**src/rtl/ysyx_22051468_lsu_pkg.sv**
```systemverilog
// Shared types and constants for the load/store unit: size/sign encodings,
// FSM states and the registered bus request payload.
package ysyx_22051468_lsu_pkg;

    localparam int unsigned WIDTH  = 64;
    localparam int unsigned STRB_W = WIDTH / 8;
    localparam int unsigned OFF_W  = 3;
    localparam int unsigned RD_W   = 5;

    localparam logic [2:0] F3_B  = 3'b000;
    localparam logic [2:0] F3_H  = 3'b001;
    localparam logic [2:0] F3_W  = 3'b010;
    localparam logic [2:0] F3_D  = 3'b011;
    localparam logic [2:0] F3_BU = 3'b100;
    localparam logic [2:0] F3_HU = 3'b101;
    localparam logic [2:0] F3_WU = 3'b110;
    localparam logic [2:0] F3_DX = 3'b111;

    typedef enum logic [1:0] {
        ST_IDLE = 2'd0,
        ST_REQ  = 2'd1,
        ST_WAIT = 2'd2
    } state_e;

    typedef enum logic [1:0] {
        SZ_B = 2'd0,
        SZ_H = 2'd1,
        SZ_W = 2'd2,
        SZ_D = 2'd3
    } size_e;

    typedef struct packed {
        logic              we;
        logic [WIDTH-1:0]  addr;
        logic [WIDTH-1:0]  wdata;
        logic [STRB_W-1:0] wstrb;
    } mem_req_t;

    // Stores with any unsigned-class code and loads with 111 fall back to a doubleword.
    function automatic size_e decode_size(input logic is_load, input logic [2:0] f3);
        if (!is_load && f3[2]) return SZ_D;
        if (f3 == F3_DX)       return SZ_D;
        return size_e'(f3[1:0]);
    endfunction

endpackage

```
**src/rtl/ysyx_22051468_lsu_align.sv**
```systemverilog
// Combinational lane steering: store strobes/data, load extraction/extension, misalign flag.
// LSU_MISALIGN_TRAP_EN: flag size-misaligned offsets; otherwise low bits are forced aligned.
module ysyx_22051468_lsu_align
    import ysyx_22051468_lsu_pkg::*;
(
    input  logic              is_load_i,
    input  logic [2:0]        funct3_i,
    input  logic [OFF_W-1:0]  off_i,
    input  logic [WIDTH-1:0]  wdata_i,
    input  logic [WIDTH-1:0]  rdata_i,
    output logic [STRB_W-1:0] wstrb_o,
    output logic [WIDTH-1:0]  wdata_o,
    output logic [WIDTH-1:0]  rdata_o,
    output logic              misalign_o
);

    size_e             size;
    logic              uns;
    logic [OFF_W-1:0]  mask;
    logic [OFF_W-1:0]  off_eff;
    logic [STRB_W-1:0] base;
    logic [WIDTH-1:0]  shifted;

    always_comb begin
        size    = decode_size(is_load_i, funct3_i);
        uns     = is_load_i && funct3_i[2] && (funct3_i != F3_DX);
        mask    = '0;
        base    = '1;
        rdata_o = '0;
        case (size)
            SZ_B:    begin mask = 3'b111; base = 8'h01; end
            SZ_H:    begin mask = 3'b110; base = 8'h03; end
            SZ_W:    begin mask = 3'b100; base = 8'h0F; end
            default: begin mask = 3'b000; base = 8'hFF; end
        endcase
`ifdef LSU_MISALIGN_TRAP_EN
        misalign_o = |(off_i & ~mask);
`else
        misalign_o = 1'b0;
`endif
        off_eff = off_i & mask;
        wstrb_o = base << off_eff;
        wdata_o = wdata_i << {off_eff, 3'b000};
        shifted = rdata_i >> {off_eff, 3'b000};
        case (size)
            SZ_B:    rdata_o = uns ? WIDTH'(shifted[7:0])
                                   : {{(WIDTH-8){shifted[7]}}, shifted[7:0]};
            SZ_H:    rdata_o = uns ? WIDTH'(shifted[15:0])
                                   : {{(WIDTH-16){shifted[15]}}, shifted[15:0]};
            SZ_W:    rdata_o = uns ? WIDTH'(shifted[31:0])
                                   : {{(WIDTH-32){shifted[31]}}, shifted[31:0]};
            default: rdata_o = shifted;
        endcase
    end

endmodule

```
**src/rtl/ysyx_22051468_lsu.sv**
```systemverilog
// Load/store unit: IDLE/REQ/WAIT bus FSM, captured request fields and registered write-back.
module ysyx_22051468_lsu
    import ysyx_22051468_lsu_pkg::*;
(
    input  logic              clk,
    input  logic              rst_n,
    input  logic              in_valid_i,
    output logic              in_ready_o,
    input  logic              is_load_i,
    input  logic              is_store_i,
    input  logic [2:0]        funct3_i,
    input  logic [WIDTH-1:0]  addr_i,
    input  logic [WIDTH-1:0]  wdata_i,
    input  logic [RD_W-1:0]   rd_addr_i,
    output logic              mem_req_valid_o,
    input  logic              mem_req_ready_i,
    output logic              mem_req_we_o,
    output logic [WIDTH-1:0]  mem_req_addr_o,
    output logic [WIDTH-1:0]  mem_req_wdata_o,
    output logic [STRB_W-1:0] mem_req_wstrb_o,
    input  logic              mem_rsp_valid_i,
    output logic              mem_rsp_ready_o,
    input  logic [WIDTH-1:0]  mem_rsp_rdata_i,
    output logic              wb_en_o,
    output logic [RD_W-1:0]   wb_addr_o,
    output logic [WIDTH-1:0]  wb_data_o,
    output logic              done_o,
    output logic              misalign_o,
    output logic              hold_pipeline_o
);

    state_e            state_q, state_d;
    mem_req_t          req_q, req_d;
    logic              ld_q, ld_d;
    logic [2:0]        f3_q, f3_d;
    logic [OFF_W-1:0]  off_q, off_d;
    logic [RD_W-1:0]   rd_q, rd_d;
    logic              done_q, done_d;
    logic              wb_en_q, wb_en_d;
    logic [RD_W-1:0]   wb_addr_q, wb_addr_d;
    logic [WIDTH-1:0]  wb_data_q, wb_data_d;
    logic              mis_q, mis_d;

    logic              idle;
    logic              al_is_load;
    logic [2:0]        al_f3;
    logic [OFF_W-1:0]  al_off;
    logic [STRB_W-1:0] al_wstrb;
    logic [WIDTH-1:0]  al_wdata;
    logic [WIDTH-1:0]  al_rdata;
    logic              al_misalign;

    // In IDLE the aligner looks at the incoming op; afterwards at the captured one.
    assign idle       = (state_q == ST_IDLE);
    assign al_is_load = idle ? is_load_i      : ld_q;
    assign al_f3      = idle ? funct3_i       : f3_q;
    assign al_off     = idle ? addr_i[2:0]    : off_q;

    ysyx_22051468_lsu_align u_align (
        .is_load_i  (al_is_load),
        .funct3_i   (al_f3),
        .off_i      (al_off),
        .wdata_i    (wdata_i),
        .rdata_i    (mem_rsp_rdata_i),
        .wstrb_o    (al_wstrb),
        .wdata_o    (al_wdata),
        .rdata_o    (al_rdata),
        .misalign_o (al_misalign)
    );

    always_comb begin
        state_d   = state_q;
        req_d     = req_q;
        ld_d      = ld_q;
        f3_d      = f3_q;
        off_d     = off_q;
        rd_d      = rd_q;
        done_d    = 1'b0;
        wb_en_d   = 1'b0;
        wb_addr_d = wb_addr_q;
        wb_data_d = wb_data_q;
        mis_d     = 1'b0;
        case (state_q)
            ST_IDLE: begin
                if (in_valid_i && (is_load_i || is_store_i)) begin
                    if (al_misalign) begin
                        done_d = 1'b1;
                        mis_d  = 1'b1;
                    end else begin
                        state_d     = ST_REQ;
                        ld_d        = is_load_i;
                        f3_d        = funct3_i;
                        off_d       = addr_i[2:0];
                        rd_d        = rd_addr_i;
                        req_d.we    = !is_load_i;
                        req_d.addr  = {addr_i[WIDTH-1:OFF_W], OFF_W'(0)};
                        req_d.wdata = is_load_i ? '0 : al_wdata;
                        req_d.wstrb = is_load_i ? '0 : al_wstrb;
                    end
                end
            end
            ST_REQ: begin
                if (mem_req_ready_i) state_d = ST_WAIT;
            end
            ST_WAIT: begin
                if (mem_rsp_valid_i) begin
                    state_d = ST_IDLE;
                    done_d  = 1'b1;
                    if (ld_q) begin
                        wb_en_d   = (rd_q != '0);
                        wb_addr_d = rd_q;
                        wb_data_d = al_rdata;
                    end
                end
            end
            default: state_d = ST_IDLE;
        endcase
    end

    always_ff @(posedge clk or negedge rst_n) begin
        if (!rst_n) begin
            state_q   <= ST_IDLE;
            req_q     <= '0;
            ld_q      <= 1'b0;
            f3_q      <= '0;
            off_q     <= '0;
            rd_q      <= '0;
            done_q    <= 1'b0;
            wb_en_q   <= 1'b0;
            wb_addr_q <= '0;
            wb_data_q <= '0;
            mis_q     <= 1'b0;
        end else begin
            state_q   <= state_d;
            req_q     <= req_d;
            ld_q      <= ld_d;
            f3_q      <= f3_d;
            off_q     <= off_d;
            rd_q      <= rd_d;
            done_q    <= done_d;
            wb_en_q   <= wb_en_d;
            wb_addr_q <= wb_addr_d;
            wb_data_q <= wb_data_d;
            mis_q     <= mis_d;
        end
    end

    assign in_ready_o      = idle;
    assign mem_req_valid_o = (state_q == ST_REQ);
    assign mem_rsp_ready_o = (state_q == ST_WAIT);
    assign mem_req_we_o    = req_q.we;
    assign mem_req_addr_o  = req_q.addr;
    assign mem_req_wdata_o = req_q.wdata;
    assign mem_req_wstrb_o = req_q.wstrb;
    assign wb_en_o         = wb_en_q;
    assign wb_addr_o       = wb_addr_q;
    assign wb_data_o       = wb_data_q;
    assign done_o          = done_q;
    assign misalign_o      = mis_q;
    assign hold_pipeline_o = (in_valid_i && (is_load_i || is_store_i)) || !idle;

endmodule
```
**config.mk**
```make
export PLATFORM = sky130hd
export DESIGN_NAME = ysyx_22051468_lsu
export DESIGN_NICKNAME = d
export VERILOG_FILES = /design/src/rtl/ysyx_22051468_lsu_pkg.sv /design/src/rtl/ysyx_22051468_lsu_align.sv /design/src/rtl/ysyx_22051468_lsu.sv
export SDC_FILE = /design/constraint.sdc
export NUM_CORES = 1
export LEC_CHECK = 0
export CAP_MARGIN = 20
export CORE_MARGIN = 2
export CORE_UTILIZATION = 35
export DETAILED_ROUTE_END_ITERATION = 12
export DONT_BUFFER_PORTS = 1
export REMOVE_ABC_BUFFERS = 1
export SLEW_MARGIN = 20
export SYNTH_ARGS = -nofsm -noshare
export SYNTH_HDL_FRONTEND = slang
export SYNTH_SLANG_ARGS = --single-unit
export TNS_END_PERCENT = 1
```
**constraint.sdc**
```tcl
create_clock -name clk -period 4.6 [get_ports clk]
set_input_delay 0.23 -clock clk [delete_from_list [all_inputs] [get_ports clk]]
set_output_delay 0.23 -clock clk [all_outputs]
set_load 0.005 [all_outputs]
```
==> results.sh, run 1 <==
export IMPL_antenna_diode_count=0
export IMPL_die_height_um=186
export IMPL_detail_route_antenna_nets=0
export IMPL_ys_seq_area_share_pct=47.3
export IMPL_final_weighted_congestion_in_routability_driven_placement=0.857
export IMPL_seqPwrFrac_pct=37.3
export IMPL_cts_post_setup_buffers_inserted=0
export IMPL_clock_insertion_delay_worst_skew_ns=0.53
export IMPL_drv_slew=0
export IMPL_crit_required_ns=5.04
export IMPL_initial_core_util_pct=35.6
export IMPL_worst_slew_margin_rel_pct=26.7
export IMPL_cts_num_sinks=219
export IMPL_placement_stage_cell_area_um2=11900
export IMPL_count_of_final_hold_check_violations=219
export IMPL_cts_htree_levels=1
export IMPL_n_fill_cell=3206
export IMPL_yosysWarningCount=0
export IMPL_synth_lib_cells_used_distinct=60
export IMPL_postSynthRegisterBits=219
export IMPL_power_density_nw_per_um2=713
export IMPL_firstDrtPassIters=5
export IMPL_avgViaCountPerCell=5.55
export IMPL_die_outline_area_um2=34600
export IMPL_r2r_setup_slack_ns=0.38
export IMPL_totalWireLength_mm=40.9
export IMPL_finalSetupViolCount=0
export IMPL_reg2reg_to="wb_data_o[39]"
export IMPL_initial_detailed_routing_violation_count=599
export IMPL_commonest_non_fill_non_tap_cell_in_the_layout="sky130_fd_sc_hd__nand2_1"
export IMPL_max_cap_violations=0
export IMPL_swShare_pct=41.8
export IMPL_grt_antenna_before_repair=1
export IMPL_hold_worst_slack_ns=-0.591
export IMPL_via_count=10183
export IMPL_die_x_um=186
export IMPL_status="finished with violations"
export IMPL_cp_start_kind="flop"
export IMPL_count_of_flip_flops_with_a_built_in_enable_after_synthesis=0
export IMPL_asyncSetResetFlopFracSynth_pct=100
export IMPL_grt_total_usage_pct=22.7
export IMPL_worst_clock_skew_ns=0.0182
export IMPL_mostFrequentLayoutCells="sky130_fd_sc_hd__nand2_1, sky130_fd_sc_hd__dfrtp_1, sky130_fd_sc_hd__mux2i_1"
export IMPL_syn_cell_area_um2=11600
export IMPL_numCtsBuffers=25
export IMPL_holdBufCountCts=114
export IMPL_layout_drive_gt1_share_pct=8.18
export IMPL_hold_path_class="in2async"
export IMPL_max_freq_mhz=237
export IMPL_avgSynthCellArea_um2=8.87
export IMPL_power_share_combinational_pct=39.9
export IMPL_power_leakage_nw=6.45
export IMPL_cts_clk_slew_worst_paths_ns=0.06
export IMPL_critPathMaxFanout=37
export IMPL_io_pins=420
export IMPL_clk_root_buffer_cell="sky130_fd_sc_hd__clkbuf_16"
export IMPL_clockBufferDepth=3
export IMPL_worstRegToRegCells=11
export IMPL_grt_overflow=0
export IMPL_grt_start_max_net_pins=220
export IMPL_internal_power_mw=5.80
export IMPL_post_route_cell_area_um2=14000
export IMPL_areaGrowthSynthToFinish_pct=20.7
export IMPL_vias_in_the_first_global_route=10399
export IMPL_synth_ff_type="sky130_fd_sc_hd__dfrtp_1"
export IMPL_dpl_worst_slack_ns=0.626
export IMPL_routed_wire_per_std_cell_um=22.3
export IMPL_crit_arrival_ns=4.66
export IMPL_layout_worst_path_cycle_share_pct=91.8
export IMPL_critical_path_endpoint_type="flop"
export IMPL_layout_setup_ws_ns=0.377
export IMPL_period_minus_slack_ns=4.22
export IMPL_ir_worst_vdd_mv=0.307
export IMPL_postLayoutCoreUtil_pct=43.0
export IMPL_buffer_ports_inserted=0
export IMPL_switching_power_summed_over_all_nets_mw=4.17
export IMPL_category_of_the_most_critical_setup_path="reg2reg"
export IMPL_rows=66
export IMPL_route_detailed_drc=0
export IMPL_detailedPlacementHpwl_mm=26.9
export IMPL_rsz0062_at_grt="no"
export IMPL_violations="negative hold slack"
export IMPL_design_core_area_um2=32500
export IMPL_tightest_slew_ns=1.10
export IMPL_wire_length_of_the_first_global_routing_pass_mm=60.4
export IMPL_clock_tree_from_tritoncts="built"
export IMPL_post_synth_inst_count=1306
export IMPL_design_final_nets=1582
export IMPL_pwr_share_clk_pct=22.8
export IMPL_cts_resizes=0
export IMPL_critical_path_reg2reg_startpoint="state_q[0]"
-- worst max path at each step --
stage | start | endpoint | slack [ns] | depth (start not counted)
after global placement | state_q[0] | mem_req_wdata_o[5] | 0.80 | 10
after floorplan | state_q[0] | wb_data_o[32] | -2.08 | 7
after detailed placement | state_q[0] | mem_req_wdata_o[6] | 0.63 | 10
final | state_q[0] | wb_data_o[39] | 0.38 | 11
after CTS | state_q[0] | wb_data_o[39] | 0.40 | 11
after global routing | state_q[0] | wb_data_o[39] | 0.13 | 11
-- layout make-up --
class                   instances  area [um2]  area share (%)
clock buffers                  31         678            4.85
well taps                     442         553            3.96
flip-flops and latches        219        5480            39.2
clock inverters                14         256            1.83
repair buffers                139        1330            9.50
inverters                       3        11.3          0.0806
multi-input cells             987        5670            40.6
-- synthesized netlist by cell type (7+ instances only) --
master                        n  area share, %
sky130_fd_sc_hd__nand2_1    475             15
sky130_fd_sc_hd__dfrtp_1    219             47
sky130_fd_sc_hd__mux2i_1    126             11
sky130_fd_sc_hd__o21ai_0     64            2.8
sky130_fd_sc_hd__clkbuf_1    56            1.8
sky130_fd_sc_hd__a21oi_1     54            2.3
sky130_fd_sc_hd__a31oi_1     54            2.9
sky130_fd_sc_hd__nor2_1      45            1.5
sky130_fd_sc_hd__a22o_1      24            1.8
sky130_fd_sc_hd__buf_2       20           0.86
sky130_fd_sc_hd__o32a_1      15            1.3
sky130_fd_sc_hd__buf_4       12           0.78
sky130_fd_sc_hd__mux2_2      10           0.97
sky130_fd_sc_hd__nor3_1       9           0.39
sky130_fd_sc_hd__o21ai_1      9           0.39
sky130_fd_sc_hd__a211oi_1     8           0.52
sky130_fd_sc_hd__and2_1       8           0.43
sky130_fd_sc_hd__mux4_2       8            1.6
sky130_fd_sc_hd__or2_2        8           0.43
sky130_fd_sc_hd__buf_1        7           0.23
sky130_fd_sc_hd__o2bb2ai_1    7           0.53
-- through the flow --
| stage | cells | TNS (ns) | power, mW | hold slack, ns |
|---|---|---|---|---|
| 3_5_place_dp | 1676 | 0 | 7.61 | -0.0614 |
| 5_1_grt | 1835 | 0 | 10.6 | -0.624 |
| 4_1_cts | 1835 | 0 | 10.0 | -0.621 |
| 3_3_place_gp | 1676 | 0 | 7.52 | -0.0611 |
| 2_1_floorplan | 1209 | -174.61 | 6.34 | -0.0656 |
| 6_report | 1835 | 0 | 9.97 | -0.591 |
-- registers in the layout, indices dropped and copies added, names as in the netlist --
register         count
f3_q                 3
wb_addr_o            5
ld_q                 1
wb_en_o              1
off_q                3
mem_req_wdata_o     64
rd_q                 5
state_q              2
done_o               1
mem_req_wstrb_o      8
wb_data_o           64
mem_req_addr_o      61
mem_req_we_o         1
-- cells by family (layout without fill, tap and decap cells) --
family	after synthesis	count (layout)	synth area share, %
muxes	146	146	13.7
DFF	219	219	47.3
and+or+nand+nor	572	572	19.8
other	1	4	0.0324
buffers and inverters	103	187	4.27
AOI/OAI and AO/OA	265	265	14.9
-- metal layers --
layer,vias up,GRT usage [%],wire (um),part of all wire [%]
met5,-,0,11,0.027
met4,2,9.32,1690,4.1
met3,101,7.85,4400,11
met2,528,36.6,19100,47
met1,4937,27.7,15700,38
li1,4615,-,-,-
-- power groups by stage --
stage	logic, mW	registers, mW	clock network [mW]
after floorplan	2.95	3.39	0
after global placement	3.79	3.73	0
after detailed placement	3.88	3.73	0
after CTS	3.98	3.72	2.32
after global routing	4.42	3.82	2.41
final	3.98	3.72	2.27
-- worst max-delay path, stage by stage (launching register included) --
cell and delay (ns):
sky130_fd_sc_hd__dfrtp_1 0.44, sky130_fd_sc_hd__or2_1 0.44, sky130_fd_sc_hd__inv_2 0.32, sky130_fd_sc_hd__mux2_4 0.40
sky130_fd_sc_hd__nor3_4 0.58, sky130_fd_sc_hd__buf_4 0.58, sky130_fd_sc_hd__buf_4 0.39, sky130_fd_sc_hd__nand2_1 0.09
sky130_fd_sc_hd__nand3_1 0.08, sky130_fd_sc_hd__dlygate4sd3_1 0.55, sky130_fd_sc_hd__nand3_1 0.07, sky130_fd_sc_hd__a31oi_1 0.18
No activity file was read; power rests on OpenSTA's default activity.
==> run 2: changes to the inputs <==
--- a/config.mk
+++ b/config.mk
@@ -7,7 +7,7 @@
 export LEC_CHECK = 0
 export CAP_MARGIN = 20
 export CORE_MARGIN = 2
-export CORE_UTILIZATION = 35
+export CORE_UTILIZATION = 30
 export DETAILED_ROUTE_END_ITERATION = 12
 export DONT_BUFFER_PORTS = 1
 export REMOVE_ABC_BUFFERS = 1
==> run 2 against run 1 <==
  * Flip-flop and latch count did not move
  * Final cell count rose by 4.7%
  * The flow still finishes with violations (negative hold slack)
  * Register-to-register slack improved by 0.24 ns
  * Via count rose by 1.1%
  * Clock power fell by 2%
  * Core utilization fell by 5.3 points
==> results.sh, run 2 (synthesized netlist as in run 1, its figures left out) <==
export IMPL_clockBufferDepth=3
export IMPL_category_of_the_most_critical_setup_path="reg2reg"
export IMPL_power_leakage_nw=6.52
export IMPL_layout_worst_path_cycle_share_pct=86.6
export IMPL_initial_detailed_routing_violation_count=832
export IMPL_via_count=10299
export IMPL_grt_overflow=0
export IMPL_status="finished with violations"
export IMPL_route_detailed_drc=0
export IMPL_worst_clock_skew_ns=0.0118
export IMPL_routed_wire_per_std_cell_um=22.2
export IMPL_detailedPlacementHpwl_mm=28.0
export IMPL_critical_path_endpoint_type="flop"
export IMPL_grt_antenna_before_repair=3
export IMPL_tightest_slew_ns=1.08
export IMPL_vias_in_the_first_global_route=10421
export IMPL_die_outline_area_um2=40200
export IMPL_critical_path_max_stage_delay_ns=0.58
export IMPL_buffer_ports_inserted=0
export IMPL_violations="negative hold slack"
export IMPL_critPathMaxFanout=23
export IMPL_crit_arrival_ns=4.44
export IMPL_cp_start_kind="flop"
export IMPL_final_weighted_congestion_in_routability_driven_placement=0.870
export IMPL_layout_drive_gt1_share_pct=8.53
export IMPL_hold_worst_slack_ns=-0.611
export IMPL_ir_worst_vdd_mv=0.305
export IMPL_worst_slew_margin_rel_pct=27.7
export IMPL_commonest_non_fill_non_tap_cell_in_the_layout="sky130_fd_sc_hd__nand2_1"
export IMPL_die_height_um=200
export IMPL_max_cap_violations=0
export IMPL_design_core_area_um2=37800
export IMPL_power_density_nw_per_um2=705
export IMPL_firstDrtPassIters=5
export IMPL_crit_slowest_cell="sky130_fd_sc_hd__dlygate4sd3_1"
export IMPL_mostFrequentLayoutCells="sky130_fd_sc_hd__nand2_1, sky130_fd_sc_hd__dfrtp_1, sky130_fd_sc_hd__mux2i_1"
export IMPL_die_x_um=200
export IMPL_grt_start_max_net_pins=220
export IMPL_cts_htree_levels=1
export IMPL_totalWireLength_mm=42.7
export IMPL_count_of_final_hold_check_violations=219
export IMPL_areaGrowthSynthToFinish_pct=23.0
export IMPL_clock_tree_from_tritoncts="built"
export IMPL_hold_path_class="in2async"
export IMPL_max_freq_mhz=251
export IMPL_wire_length_of_the_first_global_routing_pass_mm=64.3
export IMPL_grt_total_usage_pct=20.4
export IMPL_clk_root_buffer_cell="sky130_fd_sc_hd__clkbuf_16"
export IMPL_cts_resizes=0
export IMPL_critical_path_buf_inv_count=4
export IMPL_numCtsBuffers=27
export IMPL_crit_chain="or2_1 > inv_2 > mux2_4 > nor3_4 > buf_4 > buf_4 > nand2_1 > a31oi_1 > dlygate4sd3_1 > nand2_1 > a31oi_1"
export IMPL_rows=71
export IMPL_area_of_combinational_cells_with_multiple_inputs_um2=5670
export IMPL_avgViaCountPerCell=5.36
export IMPL_path_delay_family="buffers and inverters"
export IMPL_period_minus_slack_ns=3.98
export IMPL_holdBufCountCts=125
export IMPL_total_power_mw=10.0
export IMPL_n_fill_cell=3771
export IMPL_finalSetupViolCount=0
export IMPL_setup_tns_ns=0
export IMPL_seqCellArea_um2=5480
export IMPL_cts_clk_slew_worst_paths_ns=0.06
export IMPL_io_pins=420
export IMPL_rsz0062_at_grt="no"
export IMPL_cts_post_setup_buffers_inserted=0
export IMPL_initial_core_util_pct=30.6
export IMPL_drv_slew=0
export IMPL_clock_insertion_delay_worst_skew_ns=0.54
export IMPL_cts_num_sinks=219
export IMPL_detail_route_antenna_nets=0
export IMPL_crit_required_ns=5.06
export IMPL_design_final_nets=1597
==> run 2: metal layers <==
| layer | share of wire (%) | global-route usage, % |
|---|---|---|
| met1 | 40 | 25.1 |
| met2 | 47 | 33.5 |
| met3 | 8.2 | 5.03 |
| met4 | 4.9 | 9.84 |
| met5 | 0 | 0 |
==> run 2: layout make-up <==
cell class / instances / area share (%)
multi-input combinational: 987 / 39.9
sequential: 219 / 38.5
timing repair buffer: 152 / 10.5
clock buffer: 36 / 5.55
tap: 511 / 4.49
clock inverter: 10 / 0.940
inverter: 3 / 0.0791
antenna: 4 / 0.0703
==> run 2: metrics by stage <==
stage | instance area [um2] | util (%) | hold slack (ns) | instances | setup slack (ns)
after floorplan | 11100 | - | -0.0656 | 1209 | -2.08
after global placement | 12000 | 31.8 | -0.0605 | 1746 | 0.954
after detailed placement | 12000 | 31.8 | -0.0620 | 1746 | 0.819
after CTS | 14200 | 37.5 | -0.646 | 1917 | 0.690
after global routing | 14200 | 37.6 | -0.644 | 1921 | 0.443
final | 14200 | 37.6 | -0.611 | 1922 | 0.618
==> run 2: final timing paths <==
kind / startpoint / end / slack (ns) / cells after the start
min: rst_n / wb_data_o[46] / -0.61 / 0
max reg2reg: state_q[0] / wb_data_o[37] / 0.62 / 11
max: state_q[0] / wb_data_o[37] / 0.62 / 11
min in group clk: mem_rsp_rdata_i[44] / wb_data_o[44] / 0.03 / 4
max in group asynchronous: rst_n / mem_req_wdata_o[51] / 4.83 / 0
min reg2reg: off_q[1] / off_q[1] / 0.48 / 2
==> run 2: where the power goes <==
group          internal [mW]  switching [mW]
sequential              2.83           0.905
combinational           1.59            2.49
clock                   1.36           0.861
total                   5.79            4.25
